--- config.mk ---
export PLATFORM = sky130hd
export DESIGN_NAME = mem_arbiter
export DESIGN_NICKNAME = d
export VERILOG_FILES = /design/src/rtl/mem_arbiter.sv
export SDC_FILE = /design/constraint.sdc
export NUM_CORES = 1
export LEC_CHECK = 0
export CAP_MARGIN = 20
export CORE_AREA = 4 4 117 147
export CTS_CLUSTER_SIZE = 30
export DETAILED_ROUTE_END_ITERATION = 10
export DIE_AREA = 0 0 121 151
export PLACE_DENSITY_LB_ADDON = 0.2
export SYNTH_ARGS = -nofsm -noshare
export SYNTH_HDL_FRONTEND = slang
export SYNTH_SLANG_ARGS = --single-unit
--- constraint.sdc ---
create_clock -name clk -period 2.8 [get_ports clk]
set_clock_uncertainty 0.05 [all_clocks]
set_input_delay 0.56 -clock clk [delete_from_list [all_inputs] [get_ports clk]]
set_output_delay 0.56 -clock clk [all_outputs]
set_load 0.01 [all_outputs]
--- src/rtl/mem_arbiter.sv ---
`default_nettype none
// ============================================================================
// Module   : mem_arbiter
// Brief    : Two-port (fetch / data) arbiter for one shared single-port memory.
//            Optional round-robin arbitration is enabled with the macro
//            MEM_ARBITER_RR_EN; without it the data port has fixed priority.
// Revision : 1.0 - initial release
// ============================================================================
module mem_arbiter #(
    parameter int ADDR_WIDTH = 32,
    parameter int DATA_WIDTH = 32
) (
    input  logic                  clk,
    input  logic                  rst_n,
    input  logic                  if_req,
    input  logic [ADDR_WIDTH-1:0] if_addr,
    output logic                  if_ack,
    output logic [DATA_WIDTH-1:0] if_rdata,
    input  logic                  dm_req,
    input  logic                  dm_we,
    input  logic [ADDR_WIDTH-1:0] dm_addr,
    input  logic [DATA_WIDTH-1:0] dm_wdata,
    output logic                  dm_ack,
    output logic [DATA_WIDTH-1:0] dm_rdata,
    output logic [ADDR_WIDTH-1:0] mem_addr,
    output logic                  mem_wen,
    output logic                  mem_oen,
    output logic [DATA_WIDTH-1:0] mem_datain,
    input  logic [DATA_WIDTH-1:0] mem_dataout,
    output logic                  busy
);

    typedef enum logic [1:0] {
        ST_IDLE   = 2'd0,
        ST_ACCESS = 2'd1,
        ST_WAIT   = 2'd2,
        ST_ACK    = 2'd3
    } state_t;

    state_t                r_state;
    state_t                w_state_nxt;
    logic                  r_gnt_dm;
    logic                  w_gnt_dm_nxt;
    logic                  r_we;
    logic                  w_we_nxt;
    logic [ADDR_WIDTH-1:0] r_mem_addr;
    logic [ADDR_WIDTH-1:0] w_mem_addr_nxt;
    logic                  r_mem_wen;
    logic                  w_mem_wen_nxt;
    logic                  r_mem_oen;
    logic                  w_mem_oen_nxt;
    logic [DATA_WIDTH-1:0] r_mem_datain;
    logic [DATA_WIDTH-1:0] w_mem_datain_nxt;
    logic                  r_if_ack;
    logic                  w_if_ack_nxt;
    logic                  r_dm_ack;
    logic                  w_dm_ack_nxt;
    logic [DATA_WIDTH-1:0] r_if_rdata;
    logic [DATA_WIDTH-1:0] w_if_rdata_nxt;
    logic [DATA_WIDTH-1:0] r_dm_rdata;
    logic [DATA_WIDTH-1:0] w_dm_rdata_nxt;
    logic                  r_busy;
    logic                  w_grant;
    logic                  w_pick_dm;

    assign w_grant = (r_state == ST_IDLE) && (if_req || dm_req);

`ifdef MEM_ARBITER_RR_EN
    // r_rr_dm set: the data port wins the next contended grant
    logic r_rr_dm;

    assign w_pick_dm = dm_req && (!if_req || r_rr_dm);

    always_ff @(posedge clk or negedge rst_n) begin
        if (!rst_n) begin
            r_rr_dm <= 1'b1;
        end else if (w_grant) begin
            r_rr_dm <= !w_pick_dm;
        end
    end
`else
    assign w_pick_dm = dm_req;
`endif

    always_comb begin
        w_state_nxt      = r_state;
        w_gnt_dm_nxt     = r_gnt_dm;
        w_we_nxt         = r_we;
        w_mem_addr_nxt   = r_mem_addr;
        w_mem_wen_nxt    = 1'b1;
        w_mem_oen_nxt    = 1'b1;
        w_mem_datain_nxt = '0;
        w_if_ack_nxt     = 1'b0;
        w_dm_ack_nxt     = 1'b0;
        w_if_rdata_nxt   = r_if_rdata;
        w_dm_rdata_nxt   = r_dm_rdata;
        case (r_state)
            ST_IDLE: begin
                if (w_grant) begin
                    w_state_nxt    = ST_ACCESS;
                    w_gnt_dm_nxt   = w_pick_dm;
                    w_we_nxt       = w_pick_dm && dm_we;
                    w_mem_addr_nxt = w_pick_dm ? dm_addr : if_addr;
                    if (w_we_nxt) begin
                        w_mem_wen_nxt    = 1'b0;
                        w_mem_datain_nxt = dm_wdata;
                    end else begin
                        w_mem_oen_nxt = 1'b0;
                    end
                end
            end
            ST_ACCESS: begin
                if (r_we) begin
                    w_state_nxt  = ST_ACK;
                    w_dm_ack_nxt = r_gnt_dm;
                    w_if_ack_nxt = !r_gnt_dm;
                end else begin
                    w_state_nxt   = ST_WAIT;
                    w_mem_oen_nxt = 1'b0;
                end
            end
            ST_WAIT: begin
                // Read data from the memory is valid during this cycle
                w_state_nxt  = ST_ACK;
                w_dm_ack_nxt = r_gnt_dm;
                w_if_ack_nxt = !r_gnt_dm;
                if (r_gnt_dm) begin
                    w_dm_rdata_nxt = mem_dataout;
                end else begin
                    w_if_rdata_nxt = mem_dataout;
                end
            end
            ST_ACK: begin
                w_state_nxt = ST_IDLE;
            end
            default: begin
                w_state_nxt = ST_IDLE;
            end
        endcase
    end

    always_ff @(posedge clk or negedge rst_n) begin
        if (!rst_n) begin
            r_state      <= ST_IDLE;
            r_gnt_dm     <= 1'b0;
            r_we         <= 1'b0;
            r_mem_addr   <= '0;
            r_mem_wen    <= 1'b1;
            r_mem_oen    <= 1'b1;
            r_mem_datain <= '0;
            r_if_ack     <= 1'b0;
            r_dm_ack     <= 1'b0;
            r_if_rdata   <= '0;
            r_dm_rdata   <= '0;
            r_busy       <= 1'b0;
        end else begin
            r_state      <= w_state_nxt;
            r_gnt_dm     <= w_gnt_dm_nxt;
            r_we         <= w_we_nxt;
            r_mem_addr   <= w_mem_addr_nxt;
            r_mem_wen    <= w_mem_wen_nxt;
            r_mem_oen    <= w_mem_oen_nxt;
            r_mem_datain <= w_mem_datain_nxt;
            r_if_ack     <= w_if_ack_nxt;
            r_dm_ack     <= w_dm_ack_nxt;
            r_if_rdata   <= w_if_rdata_nxt;
            r_dm_rdata   <= w_dm_rdata_nxt;
            r_busy       <= (w_state_nxt != ST_IDLE);
        end
    end

    assign if_ack     = r_if_ack;
    assign if_rdata   = r_if_rdata;
    assign dm_ack     = r_dm_ack;
    assign dm_rdata   = r_dm_rdata;
    assign mem_addr   = r_mem_addr;
    assign mem_wen    = r_mem_wen;
    assign mem_oen    = r_mem_oen;
    assign mem_datain = r_mem_datain;
    assign busy       = r_busy;

endmodule
`default_nettype wire

**After elaboration in Yosys (flattened, before gate mapping)**

Index checks and enable logic that the tools add are counted.

- Eq/ne operators: 3
- Mux-type cells: 18
- Bitwise gates (word level): 1
- Reduce and logical (&&, ||, !) cells: 9

Operators with widths:

| operator | count |
|---|---|
| $mux W32 | 4 |
| $mux W1 | 9 |
| $pmux W2 S4 | 1 |
| $pmux W1 S2 | 3 |
| $reduce_and A2 Y1 | 3 |
| $eq A2 B2 Y1 const B | 2 |
| $eq A2 B1 Y1 const B | 1 |
| $logic_and A1 B1 Y1 | 2 |
| $logic_not A2 Y1 | 1 |
| $mux W2 | 1 |
| $reduce_bool A2 Y1 | 1 |
| $logic_not A1 Y1 | 1 |
| $logic_or A1 B1 Y1 | 1 |
| $not A1 Y1 | 1 |

- Bits in registers: 137
- Logic and storage cells: 43

**Logic depth before layout (Yosys ltp)**

- Depth after elaboration: 5
- Mapped depth: 6
- Mapped depth without buffers: 4

**Least setup slack after synthesis**

No wires, ideal clock.

- Path kind: input to register
- From: input dm_req
- To: register r_mem_addr[10] (netlist: mem_addr[10])
- Setup time: 0.125 ns
- Arrival time: 1.404 ns
- Required time: 2.625 ns
- Path slack: 1.221 ns
- Stages on the path: 4
- Path buffers: 2
- Path through: buf_6 > o21ai_4 > buf_6 > mux2_2

- Word-level cells in the longest chain between the ends: 3
- Elaborated cells between the ends (all ways): 4

Ends and longest elaborated chain:

| element | line | text |
|---|---|---|
| from (decl) | 19 | `input logic dm_req,` |
| $logic_or A1 B1 Y1 | 66 | `assign w_grant = (r_state == ST_IDLE) && (if_req \|\| dm_req);` |
| $logic_and A1 B1 Y1 | 66 |  |
| $reduce_and A2 Y1 (no line) | -- |  |
| to (signal assigned) | 160 | `r_mem_addr <= w_mem_addr_nxt;` |
| to (decl) | 46 | `logic [ADDR_WIDTH-1:0] r_mem_addr;` |

Parallel ways exist; a longest one is shown, timed or not.
A chain may end at the register's enable or synchronous reset.

**Final worst setup path**

- From: register r_mem_oen (netlist: mem_oen)
- To: output mem_oen

RTL lines:

| element | line | text |
|---|---|---|
| from (decl) | 50 | `logic r_mem_oen;` |
| from (signal assigned) | 162 | `r_mem_oen <= w_mem_oen_nxt;` |
| to (decl) | 27 | `output logic mem_oen,` |

No word-level cell between the ends.

==> flow_summary.toml <==
[run_status]
outcome = "complete, no violations"

[power_and_ir_drop]
switchingPower_w = 0.00263
p_per_area_nw_per_um2 = 1030
switching_share_pct = 28.5
internal_power_w = 0.00660
peakVddDrop_mv = 0.375
p_seq_share_pct = 34.9
leakage_nw = 3.80
pwr-share-comb_pct = 41.7
pwr-share-clk_pct = 23.5
finalPower_w = 0.00923

[sta]
drv_slew = 0
post-route-min-period_ns = 2.08
worstMarginPinSlew_ns = 0.636
fmax_mhz = 481
setup_violations = 0
fin_tns_setup_ns = 0
slew-limit-headroom_pct = 57.5
finalCritPeriodShare_pct = 74.2
hold_ws_ns = 0.0283
grt_setup_unrepaired = "no"
hold_viol = 0

[synth]
syn_area_um2 = 5450
yosysWarnings = 0
yosysSeqAreaShare_pct = 62.9
synth_seq_cells = 137
synth_top_family_by_area = "multiplexers"
synth_simple_gate_area_share_pct = 4.98
postSynthCellCount = 340
synth-xor-area-share_pct = 0
synth_compound_area_share_pct = 1.15
synth_area_per_cell_um2 = 16.0
yosys-top-cells-area = "dfrtp_1, mux2_2, mux2_4, and2_1, buf_6"
syn-num-nets = 476
synth_cell_types = 28
synth_fa_ha_area_share_pct = 0.689
yosys.area.top_type = "dfrtp_1"
post_synth_mux_area_share_pct = 27.6
yosysTopAreaCellShare_pct = 62.0

[worst_hold_path]
min_path_type = "in2async"

[floorplanning]
coreArea_um2 = 15900
die_area_um2 = 18300
die_w_um = 121
initial_core_util_pct = 34.2
fp.dieH_um = 151
pin_count = 266
fp-row-count = 52

[cells_and_area]
antennaDiodeCount = 0
nNetsFinal = 750
area_growth_pct = 63.7
final_area_um2 = 8920
layout-drive-gt1-share_pct = 26.4
stdcell_count = 842

[global_routing]
grt_max_degree = 55
grt_pass1_wl_um = 22400
antenna_found_initial = 0
grt_overflow_total = 0
grt_pass1_vias = 4165
grt_usage_pct = 16.0

[job]
drv_cap = 0

[clock_tree]
htreeDepth = 4
cts_root_buffer = "clkbuf_16"
cts_buffer_depth = 2
cts_buffers = 17
clock_latency_ns = 0.41
cts_tree = "built"
ctsHoldBuffers = 0
cts_sinks = 137
cts.clk_slew.worst_paths_ns = 0.05
cts_setup_buffers = 0
cts_resized = 0

[critical_path]
reg2reg_setup_slack_ns = 0.96
crit_path_top_delay_cell = "clkdlybuf4s50_1"
crit_buf_inv = 1
end_kind = "output pin"
critPathRequiredTime_ns = 2.19
r2r_end = "mem_addr[13]"
critPathTopFamily = "buffers and inverters"
cp_max_fo = 1
rr_worst_depth = 5
endpoint = "mem_oen"
cp.depth = 1
crit_chain = "clkdlybuf4s50_1"
slowest_delay_ns = 0.55
start_kind = "flop"
r2r_start = "r_state[0]"
crit_type = "reg2out"
crit_start = "mem_oen"
cp.arrival_ns = 1.47

[drt]
wl_per_cell_um = 16.9
routed_via_density = 4.48
drt_iter0_drc = 72
routed_wl_um = 14300
drc = 0
vias = 3776
ant_nets = 0
first_pass_iters = 4

[placed_design]
gp_congestion = 0.779
dp_cells = 810
portBuffers = 265
hpwl_um = 10500
placed_area_um2 = 8320
==> state kept, by name (all words and copies together), names as in the netlist, 2 cells and up <==
name / count
dm_rdata: 32
r_state: 2
mem_addr: 32
if_rdata: 32
mem_datain: 32
==> layer usage <==
layer,vias to the layer above,part of all wire [%],GRT usage (%)
met5,-,0,0
met4,0,1.0,4.93
li1,1728,-,-
met1,1852,37,17.5
met2,185,49,26.1
met3,11,12,9.30
==> metrics by stage <==
step / setup slack (ns) / utilization, %
6_report: 0.723 / 56.0
5_1_grt: 0.667 / 56.0
4_1_cts: 0.667 / 55.8
3_5_place_dp: 0.235 / 52.2
3_3_place_gp: 0.289 / 52.2
2_1_floorplan: 1.22 / -
==> power groups by stage <==
stage          Clock, W  Sequential, W  Combinational (W)
2_1_floorplan         0        0.00358            0.00139
3_3_place_gp          0        0.00321            0.00382
3_5_place_dp          0        0.00325            0.00388
4_1_cts         0.00223        0.00323            0.00390
5_1_grt         0.00233        0.00332            0.00411
6_report        0.00217        0.00322            0.00385
==> kinds of logic (layout without fill, tap and decap cells) <==
logic type / Yosys count / count (layout)
adders and majority gates: 3 / 3
muxes: 128 / 128
buffers and inverters: 21 / 307
and+or+nand+nor: 44 / 44
AOI/OAI and AO/OA: 7 / 7
DFF: 137 / 137
==> cell type report <==
class,count,area [µm²]
clock buffers,23,478
clock inverters,8,95.1
fillers,1355,7020
inverters,3,11.3
multi-input cells,182,1880
flip-flops and latches,137,3430
well taps,216,270
repair buffers,273,2750
==> Yosys cell counts <==
cell / instances
a21o_1: 1
nor4b_1: 1
dfrtp_1: 135
buf_2: 6
a22o_1: 1
o21bai_1: 1
o21ai_4: 1
nand2b_1: 2
buf_6: 6
clkbuf_1: 2
nor2b_1: 1
clkbuf_2: 1
a21oi_1: 1
ha_1: 3
inv_1: 3
nor2_1: 2
nand2_1: 2
a311o_1: 1
buf_4: 3
a211oi_1: 1
and3b_1: 1
mux2_1: 5
and3_1: 1
dfstp_2: 2
nor3b_1: 1
mux2_4: 17
and2_1: 33
mux2_2: 106
==> layout by cell type (no fill, tap or decap), types with 2 or more instances in the layout <==
cell type / netlist / final
buf_12: 0 / 2
nand2b_1: 2 / 2
buf_4: 3 / 5
clkbuf_8: 0 / 3
nand2_1: 2 / 2
and2_1: 33 / 33
ha_1: 3 / 3
clkinv_2: 0 / 4
mux2_2: 106 / 106
clkinvlp_4: 0 / 2
inv_1: 3 / 3
dfstp_2: 2 / 2
clkdlybuf4s50_1: 0 / 263
bufinv_16: 0 / 2
clkbuf_16: 0 / 17
nor2_1: 2 / 2
mux2_1: 5 / 5
mux2_4: 17 / 17
dfrtp_1: 135 / 135
clkbuf_1: 2 / 3
==> how the worst min path moves through the flow <==
stage	depth (start not counted)	startpoint	to
2_1_floorplan	0	rst_n	busy
3_3_place_gp	1	if_rdata[6]	if_rdata[6]
3_5_place_dp	1	if_rdata[6]	if_rdata[6]
4_1_cts	1	rst_n	if_rdata[13]
5_1_grt	1	rst_n	if_rdata[18]
6_report	1	rst_n	if_rdata[18]
Note: power is estimated with default switching activity, not from simulation.
==> RTL change, RTL diff (config.mk and constraints unchanged) <==
`DATA_WIDTH`: 32 -> 36.
--- a/src/rtl/mem_arbiter.sv
+++ b/src/rtl/mem_arbiter.sv
@@ -10,3 +10,3 @@
     parameter int ADDR_WIDTH = 32,
-    parameter int DATA_WIDTH = 32
+    parameter int DATA_WIDTH = 36
 ) (
Interface: changed (5 resized); port bits go from 266 to 286. The function was not compared with the original's and may differ.
==> RTL change against the unedited design <==
  * Setup slack got worse by 0.012 ns
  * Synthesized area grew 8.4%
  * Sequential share of layout area up 0.26 points
  * Final area increased by 8.0%
  * Sequential cell count increased by 12
  * Via count is 6.7% higher
  * Synthesized cell count up 7.4%
  * Total power up 8.9%
  * Clock power is 11% higher
  * First-iteration DRC count increased by 130%
  * Routed wire length up 5.3%
  * Combinational power is 8.6% higher
  * Critical path type unchanged
  * Largest cell class unchanged
  * Highest routed layer unchanged
==> RTL change: results (changes against the unedited design) <==
critical_path:
  r2r.worst_path.cells: 5  # unchanged
  crit_fanout: 1  # unchanged
  slowest_stage: "clkdlybuf4s50_1"
  rrSetupSlack_ns: 0.84  # -0.12 ns
  timing.rr.start: "r_state[0]"
  cp_top_family: "buffers and inverters"
  max_stage_delay_ns: 0.56
  worstPathArrival_ns: 1.48
  r2r-end: "if_rdata[27]"
logic_synthesis:
  synth-xor-area-share: 0  # unchanged
  muxShareOfSynthArea: 0.276  # about the same
  synthTopCellsByArea: "dfrtp_1 62%, mux2_2 20%, mux2_4 6.9%"
  synthTopCellsByCount: "147 x dfrtp_1, 107 x mux2_2, 37 x and2_1"
  ys_types: 29  # +3.6%
  yosysWarnings: 0  # unchanged
  syn_nets: 509  # +6.9%
  synthAdderAreaFrac: 0.00635  # -0.000535
  yosysSeqAreaShare: 0.631  # +0.00191
  synth_compound_area_frac: 0.0106  # -0.000892
  async_flop_share: 1.00  # unchanged
routing:
  dr_wl_met2_um: 7490  # +6.2%
  detailroute.wirelength.met3_um: 1740  # +0.93%
  avgRoutedWirePerCell_um: 16.9  # -0.25%
  drt_iter0_drc: 166  # +130%
  viasPerCell: 4.53  # +1.1%
  met1Wirelength_um: 5430  # +1.6%
cells_and_area:
  fill_cells: 1287  # -5.0%
  fin_nets: 804  # +7.2%
  drive_gt1_frac: 0.267  # +0.00388
sta:
  hold_slack_ns: 0.0874  # +0.0592 ns
  worst_pin_slew_ns: 1.00  # +0.365 ns
clock_tree:
  cts_setup_buffers: 0  # unchanged
  cts_buffers: 17  # unchanged
global_routing:
  grt_pass1_wl_um: 23100  # +3.0%
  grt_use_total: 0.165  # +0.00572
  grt_start_max_net_pins: 67  # +22%
  grt_pass1_vias: 4456  # +7.0%
place:
  gp_congestion: 0.783  # +0.44%
  port_buffers: 285  # +7.5%
  dp_hpwl_um: 11400  # +8.6%
power_and_ir_drop:
  power.leakage_nw: 4.14  # +8.8%
  vdd_drop_max_mv: 0.450  # +20%
outcome:
  status: "finished, final reports clean"
RTL change: changes by cell type after synthesis, moves of 2 or more:
cell	change
mux2_1	-3
dfrtp_1	+12
and2_1	+4
mux2_4	+10
buf_6	-2
buf_4	+4
RTL change: worst max path at each step:
stage / cells after the start / end / startpoint
2_1_floorplan: 6 / if_rdata[10] / r_state[0]
3_3_place_gp: 4 / mem_addr[21] / dm_req
3_5_place_dp: 4 / mem_addr[21] / dm_req
4_1_cts: 1 / mem_oen / mem_oen
5_1_grt: 1 / mem_oen / mem_oen
6_report: 1 / mem_oen / mem_oen
RTL change: report_power, final:
part / internal [mW] / switching (mW)
Combinational: 2.63 / 1.55
Clock: 1.52 / 0.875
Sequential: 3.05 / 0.430
RTL change: area by class of cell:
cell class	count	area, sq um	area share
Sequential cell	149	3730	0.387
Inverter	3	11.3	0.00117
Tap cell	216	270	0.0280
Clock buffer	21	450	0.0467
Clock inverter	11	175	0.0182
Multi-Input combinational cell	194	2040	0.212
Timing Repair Buffer	295	2960	0.307
RTL change: through the flow:
stage                     power [mW]  area (sq um)  setup slack, ns  cells  utilization
after floorplan                 5.38          5910             1.19    365            -
after global placement          7.66          9010            0.526    857        0.565
after detailed placement        7.77          9010            0.476    857        0.565
after CTS                       10.2          9640            0.665    889        0.605
after global routing            10.6          9640            0.661    889        0.605
final                           10.1          9640            0.710    889        0.605
RTL change: kinds of logic after synthesis:
logic type	after synthesis
DFF	149
muxes	136
and+or+nand+nor	48
buffers and inverters	22
AOI/OAI and AO/OA	7
adders and majority gates	3
RTL change: metal layers:
layer / vias up / track usage
met1: 1961 / 0.170
li1: 1850 / -
met3: 22 / 0.0885
met4: 0 / 0.0709
met5: - / 0
met2: 197 / 0.280
